## config.mk

```make
export PLATFORM = sky130hd
export DESIGN_NAME = led_frame_sequencer
export DESIGN_NICKNAME = d
export VERILOG_FILES = /design/src/rtl/led_pkg.sv /design/src/rtl/latch_timer.sv /design/src/rtl/led_frame_sequencer.sv
export SDC_FILE = /design/constraint.sdc
export NUM_CORES = 1
export LEC_CHECK = 0
export CAP_MARGIN = 20
export CORE_AREA = 2 2 114 116
export CTS_CLUSTER_DIAMETER = 30
export DETAILED_ROUTE_END_ITERATION = 8
export DIE_AREA = 0 0 116 118
export SLEW_MARGIN = 40
export SYNTH_ARGS = -nofsm -noshare
export SYNTH_HDL_FRONTEND = slang
export SYNTH_HIERARCHICAL = 1
export SYNTH_SLANG_ARGS = --single-unit
```

## constraint.sdc

```tcl
create_clock -name clk -period 4.1 [get_ports clk]
set_input_delay 0.82 -clock clk [delete_from_list [all_inputs] [get_ports clk]]
set_output_delay 0.82 -clock clk [all_outputs]
set_load 0.01 [all_outputs]
```

## src/rtl/led_pkg.sv

```systemverilog
// Types and widths shared by the LED frame sequencer, the WS2812 driver and the top level.
package led_pkg;

    typedef enum logic [2:0] {
        IDLE,
        RD0,
        RD1,
        RD2,
        LOAD,
        WAIT,
        LATCH
    } seq_state_t;

    localparam int PIXEL_W = 24;
    localparam int WORD_W  = 16;

endpackage

```

## src/rtl/latch_timer.sv

```systemverilog
// Loadable down-counter that times the idle line after the last pixel of a frame.
module latch_timer #(
    parameter int WIDTH = 12
) (
    input  logic             clk,
    input  logic             reset,
    input  logic             load,
    input  logic [WIDTH-1:0] load_value,
    input  logic             en,
    output logic             zero
);

    logic [WIDTH-1:0] count;

    // Load wins over counting; the counter parks at zero rather than wrapping.
    always_ff @(posedge clk or posedge reset) begin
        if (reset) begin
            count <= '0;
        end else if (load) begin
            count <= load_value;
        end else if (en && (count != '0)) begin
            count <= count - 1'b1;
        end
    end

    assign zero = (count == '0);

endmodule

```

## src/rtl/led_frame_sequencer.sv

```systemverilog
// Reads a frame of pixels from SPRAM (two words per pixel), hands each assembled
// {G,R,B} colour to the WS2812 driver, then holds the line idle for the latch gap.
module led_frame_sequencer
    import led_pkg::*;
#(
    parameter int NUM_LEDS     = 64,
    parameter int ADDR_W       = 14,
    parameter int LATCH_CYCLES = 4000
) (
    input  logic               clk,
    input  logic               reset,
    input  logic               start,
    input  logic [ADDR_W-1:0]  base_addr,
    output logic [ADDR_W-1:0]  mem_addr,
    output logic               mem_re,
    input  logic [WORD_W-1:0]  mem_rdata,
    output logic [PIXEL_W-1:0] rgb,
    output logic               load,
    input  logic               done,
    output logic               busy,
    output logic               frame_done
);

    localparam int IDX_W = (NUM_LEDS > 1) ? $clog2(NUM_LEDS) : 1;
    localparam int CNT_W = $clog2(LATCH_CYCLES);

    seq_state_t         state;
    seq_state_t         state_next;
    logic [IDX_W-1:0]   idx;
    logic [ADDR_W-1:0]  base_reg;
    logic [WORD_W-1:0]  gr_reg;
    logic [PIXEL_W-1:0] rgb_reg;
    logic [ADDR_W-1:0]  pix_addr;
    logic               last_pixel;
    logic               timer_load;
    logic               timer_en;
    logic               timer_zero;

    // Address arithmetic deliberately wraps modulo 2^ADDR_W.
    assign pix_addr   = base_reg + (ADDR_W'(idx) << 1);
    assign last_pixel = (idx == IDX_W'(NUM_LEDS - 1));
    assign timer_load = (state == WAIT) && done && last_pixel;
    assign rgb        = rgb_reg;

    latch_timer #(
        .WIDTH (CNT_W)
    ) u_latch_timer (
        .clk        (clk),
        .reset      (reset),
        .load       (timer_load),
        .load_value (CNT_W'(LATCH_CYCLES - 1)),
        .en         (timer_en),
        .zero       (timer_zero)
    );

    always_ff @(posedge clk or posedge reset) begin
        if (reset) begin
            state    <= IDLE;
            idx      <= '0;
            base_reg <= '0;
            gr_reg   <= '0;
            rgb_reg  <= '0;
        end else begin
            state <= state_next;
            case (state)
                IDLE: begin
                    if (start) begin
                        base_reg <= base_addr;
                        idx      <= '0;
                    end
                end
                RD1:  gr_reg  <= mem_rdata;
                // The blue word's upper byte is padding and is dropped here.
                RD2:  rgb_reg <= {gr_reg, mem_rdata[7:0]};
                WAIT: begin
                    if (done && !last_pixel) begin
                        idx <= idx + 1'b1;
                    end
                end
                default: ;
            endcase
        end
    end

    always_comb begin
        state_next = state;
        mem_re     = 1'b0;
        mem_addr   = '0;
        load       = 1'b0;
        busy       = 1'b1;
        frame_done = 1'b0;
        timer_en   = 1'b0;
        case (state)
            IDLE: begin
                busy = 1'b0;
                if (start) state_next = RD0;
            end
            RD0: begin
                mem_re     = 1'b1;
                mem_addr   = pix_addr;
                state_next = RD1;
            end
            RD1: begin
                mem_re     = 1'b1;
                mem_addr   = pix_addr + 1'b1;
                state_next = RD2;
            end
            RD2:  state_next = LOAD;
            LOAD: begin
                load       = 1'b1;
                state_next = WAIT;
            end
            WAIT: begin
                if (done) state_next = last_pixel ? LATCH : RD0;
            end
            LATCH: begin
                timer_en = 1'b1;
                if (timer_zero) begin
                    frame_done = 1'b1;
                    state_next = IDLE;
                end
            end
            default: state_next = IDLE;
        endcase
    end

endmodule

```

==> impl_metrics.toml, run 1 <==
[run_status]
status = "complete, no violations"

[synth]
synth_cells = 432
synth_top_cell_by_area = "dfrtp_1"
synth.avg_cell_area_um2 = 9.89
async_reset_ff_share_pct = 100
synth.cell_area_um2 = 4270
synth.area.mux_share_pct = 9.46
synth_edf_count = 0
synth_top_cell_area_share_pct = 43.9
synth_cell_types = 65
synthTopCellsByArea = "dfrtp_1 (44%), mux2_2 (9.2%), nand2_1 (7.5%), ha_1 (2.9%), o21ai_0 (2.9%)"
synthAdderAreaFrac_pct = 3.40
synth_compound_area_share_pct = 14.5
synth-simple-area-share_pct = 20.7
synth_flop_cell = "dfrtp_1"
yosysWarnings = 6
synth-xor-area-share_pct = 5.10
synth_top_family_by_area = "simple AND/OR/NAND/NOR gates"
synth.most_common_cell = "nand2_1"
ys_seq_area_share_pct = 43.9
synth-seq-cells = 75
synth_common_cells = "nand2_1 (85), dfrtp_1 (75), mux2_2 (35), o21ai_0 (25), nor2_1 (21)"

[power]
p_int_w = 0.00259
power.density_nw_per_um2 = 715
pwr-share-comb_pct = 47.2
power_leakage_nw = 2.40
p_sw_share_pct = 36.5
power_frac_seq_pct = 31.4
power_switching_w = 0.00149
clkPwrFrac_pct = 21.5
peakVddDrop_mv = 0.364

[critical_path]
r2r-start = "state[0]"
rrSetupSlack_ns = 1.81
critPathTopFamily = "buffers and inverters"
worstRegToRegCells = 5
worst_ep_required_time_ns = 3.28
slowest_stage = "clkdlybuf4s50_1"
critPathKind = "flop to primary output"
cp-end-kind = "primary output"
max_stage_delay_ns = 0.60
crit_chain = "ha_2 > inv_1 > fa_2 > and2b_1 > o22ai_1 > xnor2_2 > buf_4 > nand2_1 > nor2_1 > xnor2_1 > o21ai_0 > clkdlybuf4s50_1"
cp.arrival_ns = 3.12
crit_buf_inv = 3
crit_fanout = 3
worstSetupStartpointType = "flop"
worstReg2RegEnd = "u_latch_timer/count[11]"

[sta]
hold_viol = 0
finalWorstSetupSlack_ns = 0.161
skew_ns = 0.0140
period_minus_slack_ns = 3.94
drv_slew = 0
period_share_pct = 96.1
rsz0062_at_grt = "false"
worst_pin_slew_ns = 0.567
setup_viol = 0
tns_ns = 0
slew_headroom_pct = 62.2
max_freq_mhz = 254

[clock_tree]
cts_inserted_buffers = 9
cts_buffer_depth = 2
cts_hold_buf = 0
htreeDepth = 3
clock_sinks = 75
clockRootBuffer = "clkbuf_16"
clkTransAtPathRegs_ns = 0.06
tritoncts = "yes"
clk_latency_ns = 0.35

[route]
drt_pass1_iterations = 5
routed_wl_mm = 10.0
antenna_left = 0
drcViolationCount = 0
vias = 3416
wl_per_cell_um = 14.2
dr.first_iter.drc_count = 225
vias_per_cell = 4.84

[worst_hold_path]
holdCritPathClass = "flop to flop"
holdPathEnd = "gr_reg[4]"
min_path_cells = 2
min_from = "gr_reg[4]"

[finish]
nets = 574
final_area_um2 = 5710
largest_reg_flops = 24
final_util_pct = 46.0
drive_gt1_share_pct = 19.3
diodes = 0
synthToLayoutAreaGrowth_pct = 33.8
instances_no_fill = 706

[die]
initial_core_util_pct = 34.4
die_y_um = 118
die-area_um2 = 13700
rows = 41
fp.coreArea_um2 = 12400
die_x_um = 116
boundaryPins = 76

[global_routing]
grt_use_total_pct = 15.8
grt_pass1_wl_mm = 16.9
antenna_found_initial = 0
grt_pass1_vias = 3428
grt_max_degree = 47
overflow = 0

[place]
place_hpwl_mm = 7.02
placedCellCount = 682
routabilityCongestion = 0.831
placed_area_um2 = 5290
place_ws_ns = 0.0648
port_buffers = 75

[job]
cap_viol_max_count = 0
## final cells by class
class	instances	area [um2]
timing repair buffer	92	870
clock buffer	11	243
inverter	15	58.8
fill	1210	6700
tap	172	215
sequential	75	1880
multi-input combinational	336	2370
clock inverter	5	85.1
## worst max path at each step
stage / depth (start not counted) / start / to
global route: 12 / idx[0] / mem_addr[7]
finish: 12 / idx[0] / mem_addr[6]
detailed placement: 11 / idx[0] / mem_addr[7]
floorplan: 10 / idx[0] / mem_addr[12]
CTS: 12 / idx[0] / mem_addr[7]
global placement: 11 / idx[0] / mem_addr[7]
## worst register-to-register path, delay by kind of cell, from the launching register on
family             cells  cell delay (ns)
and+or+nand+nor        2             0.92
DFF                    1             0.50
AOI/OAI and AO/OA      3             0.76
## cells in the final DEF, fill, tap and decap left out, types with 3 or more instances in the layout
cell type        count
ha_1                 8
and2_1               6
clkbuf_16            9
nand3_1              8
nor3b_1              3
o22ai_1              6
a21oi_1             15
a21o_1               4
clkdlybuf4s50_1     68
inv_1               14
nand3b_1             3
xor2_1              10
nor3_1               5
xnor2_1             13
and3_1               4
nor2_1              20
a2111oi_2            3
a31oi_1              3
nand2b_1             5
conb_1              12
mux2_2              35
buf_4               17
or2_2                5
o21ai_0             24
dlygate4sd2_1        3
dfrtp_1             75
or3_1                4
nand2_1             85
o21ai_1              5
## kinds of logic (layout without fill, tap and decap cells)
group | Yosys count | in the layout
muxes | 36 | 36
DFF | 75 | 75
AOI/OAI and AO/OA | 85 | 85
other | 2 | 12
adders and majority gates | 11 | 11
xor gates and xnor gates | 24 | 24
and+or+nand+nor | 168 | 168
buffers and inverters | 31 | 123
## power groups by stage
stage / Clock, W / Combinational, W / Sequential [W]
6_report: 0.000877 / 0.00193 / 0.00128
5_1_grt: 0.000931 / 0.00211 / 0.00133
4_1_cts: 0.000901 / 0.00194 / 0.00128
3_5_place_dp: 0 / 0.00189 / 0.00129
3_3_place_gp: 0 / 0.00185 / 0.00128
2_1_floorplan: 0 / 0.00111 / 0.00127
## routing by layer
layer,up-vias,global-route usage [%],wire (um)
met1,1624,20.1,4570
met4,0,6.62,237
li1,1697,-,-
met5,-,0,0
met3,19,3.96,516
met2,76,25.5,4720
## metrics by stage
step                      hold WS (ns)  power [W]
after floorplan                  0.442    0.00239
after global placement           0.454    0.00313
after detailed placement         0.461    0.00318
after CTS                        0.476    0.00413
after global routing             0.492    0.00437
final                            0.469    0.00408
## timing repair
action                     4_1_cts  5_1_grt
resized for setup               14        8
pin swaps                        2        4
setup endpoints to repair        7        7
buffers inserted                 6        2
Note: power is estimated with default switching activity, not from simulation.
==> run 2: changes to the inputs <==
SETUP_SLACK_MARGIN = 0.5   (was unset)
==> impl_metrics.toml, run 2 (synthesized netlist as in run 1, its figures left out) <==
[run_status]
status = "complete, no violations"

[critical_path]
endpoint = "mem_addr[13]"
critPathKind = "flop to primary output"
crit_fanout = 4
rrSetupSlack_ns = 1.81
r2r-start = "state[0]"
worstSetupStartpointType = "flop"
worstRegToRegCells = 5
cp-end-kind = "primary output"
worst_ep_required_time_ns = 3.28
worstReg2RegEnd = "u_latch_timer/count[11]"
cp.arrival_ns = 3.03
startpoint = "idx[0]"

[finish]
largest_reg_flops = 24
layout_common_cells = "nand2_1 (85), dfrtp_1 (74), clkdlybuf4s50_1 (65)"
final_common_cell = "nand2_1"
final_area_um2 = 5870
diodes = 0
synthToLayoutAreaGrowth_pct = 37.4
nets = 583
drive_gt1_share_pct = 23.9
instances_no_fill = 715

[route]
routed-wl-met2_mm = 4.96
routed.top_layer = "met4"
dr.first_iter.drc_count = 260
dr_wl_met3_um = 512
wl_per_cell_um = 14.5
antenna_left = 0
vias = 3450
drt_pass1_iterations = 4
m1WireLength_mm = 4.71
drcViolationCount = 0
vias_per_cell = 4.83
routed_wl_mm = 10.4

[worst_hold_path]
holdCritPathClass = "flop to flop"

[place]
routabilityCongestion = 0.831
port_buffers = 75
placed_area_um2 = 5290
placedCellCount = 682
place_hpwl_mm = 7.02

[clock_tree]
cts_inserted_buffers = 9
clock_sinks = 75
tritoncts = "yes"
clkTransAtPathRegs_ns = 0.06
htreeDepth = 3
clk_latency_ns = 0.35
clockRootBuffer = "clkbuf_16"
cts_buffer_depth = 2

[die]
rows = 41
die-area_um2 = 13700
die_y_um = 118
boundaryPins = 76
initial_core_util_pct = 34.4
die_x_um = 116
fp.coreArea_um2 = 12400

[global_routing]
grt_pass1_wl_mm = 17.2
antenna_found_initial = 0
grt_use_total_pct = 16.1
grt_pass1_vias = 3460
overflow = 0
grt_max_degree = 47

[sta]
setup_viol = 0
skew_ns = 0.0152
max_freq_mhz = 260
period_minus_slack_ns = 3.85
worst_pin_slew_ns = 0.564
slew_headroom_pct = 62.4
drv_slew = 0
tns_ns = 0
period_share_pct = 93.9
rsz0062_at_grt = "true"
hold_viol = 0
fin_hold_ws_ns = 0.469

[power]
total_power_w = 0.00415
power.density_nw_per_um2 = 707
peakVddDrop_mv = 0.365
power_leakage_nw = 2.47

[job]
cap_viol_max_count = 0
## run 2: changes by cell type in the layout (fill, tap and decap cells not counted), moves of 3 or more
cell / before / now
buf_2: 0 / 7
buf_4: 17 / 22
buf_6: 0 / 4
clkdlybuf4s50_1: 68 / 65
o21ai_0: 24 / 21
o21ai_1: 5 / 8
## run 2: metrics by stage
stage	setup WS (ns)	utilization [%]
5_1_grt	0.127	47.3
3_5_place_dp	0.0648	42.6
6_report	0.251	47.3
4_1_cts	0.320	46.6
2_1_floorplan	0.691	-
3_3_place_gp	0.126	42.6
## run 2: layout make-up
class	count	area [um2]
repair buffers	101	926
flip-flops and latches	75	1880
multi-input cells	336	2460
well taps	172	215
fillers	1179	6550
inverters	15	58.8
clock inverters	5	85.1
clock buffers	11	243
## run 2: critical path, cell delays in order, from the launching register on
cell	delay (ns)
dfrtp_1	0.36
ha_2	0.19
inv_2	0.04
fa_2	0.33
and2b_2	0.28
o22ai_4	0.09
xnor2_2	0.15
buf_4	0.14
nand4b_4	0.10
buf_6	0.14
nor3_4	0.21
a31oi_1	0.12
o31ai_1	0.32
buf_2	0.21
## run 2: what timing repair did
action | 4_1_cts | 5_1_grt
hold buffers | 0 | 0
pin swaps | 16 | 14
setup endpoints to repair | 10 | 11
setup buffers | 13 | 4
gates resized for setup | 52 | 16
## run 2: routing by layer
layer | GRT usage (%) | vias to the layer above
li1 | - | 1713
met1 | 20.4 | 1652
met2 | 25.5 | 73
met3 | 4.22 | 12
met4 | 7.07 | 0
met5 | 0 | -
## run 2: how the worst min path moves through the flow
stage | cells past startpoint | slack, ns | from | endpoint
2_1_floorplan | 2 | 0.44 | gr_reg[0] | gr_reg[0]
3_3_place_gp | 2 | 0.45 | gr_reg[6] | gr_reg[6]
3_5_place_dp | 2 | 0.46 | gr_reg[15] | gr_reg[15]
4_1_cts | 2 | 0.48 | gr_reg[15] | gr_reg[15]
5_1_grt | 2 | 0.49 | gr_reg[15] | gr_reg[15]
6_report | 2 | 0.47 | gr_reg[4] | gr_reg[4]
## run 2: power breakdown
group / total, W / internal [W] / switching, W
clock network: 0.000874 / 0.000553 / 0.000321
logic: 0.00199 / 0.00101 / 0.000975
registers: 0.00129 / 0.00105 / 0.000238
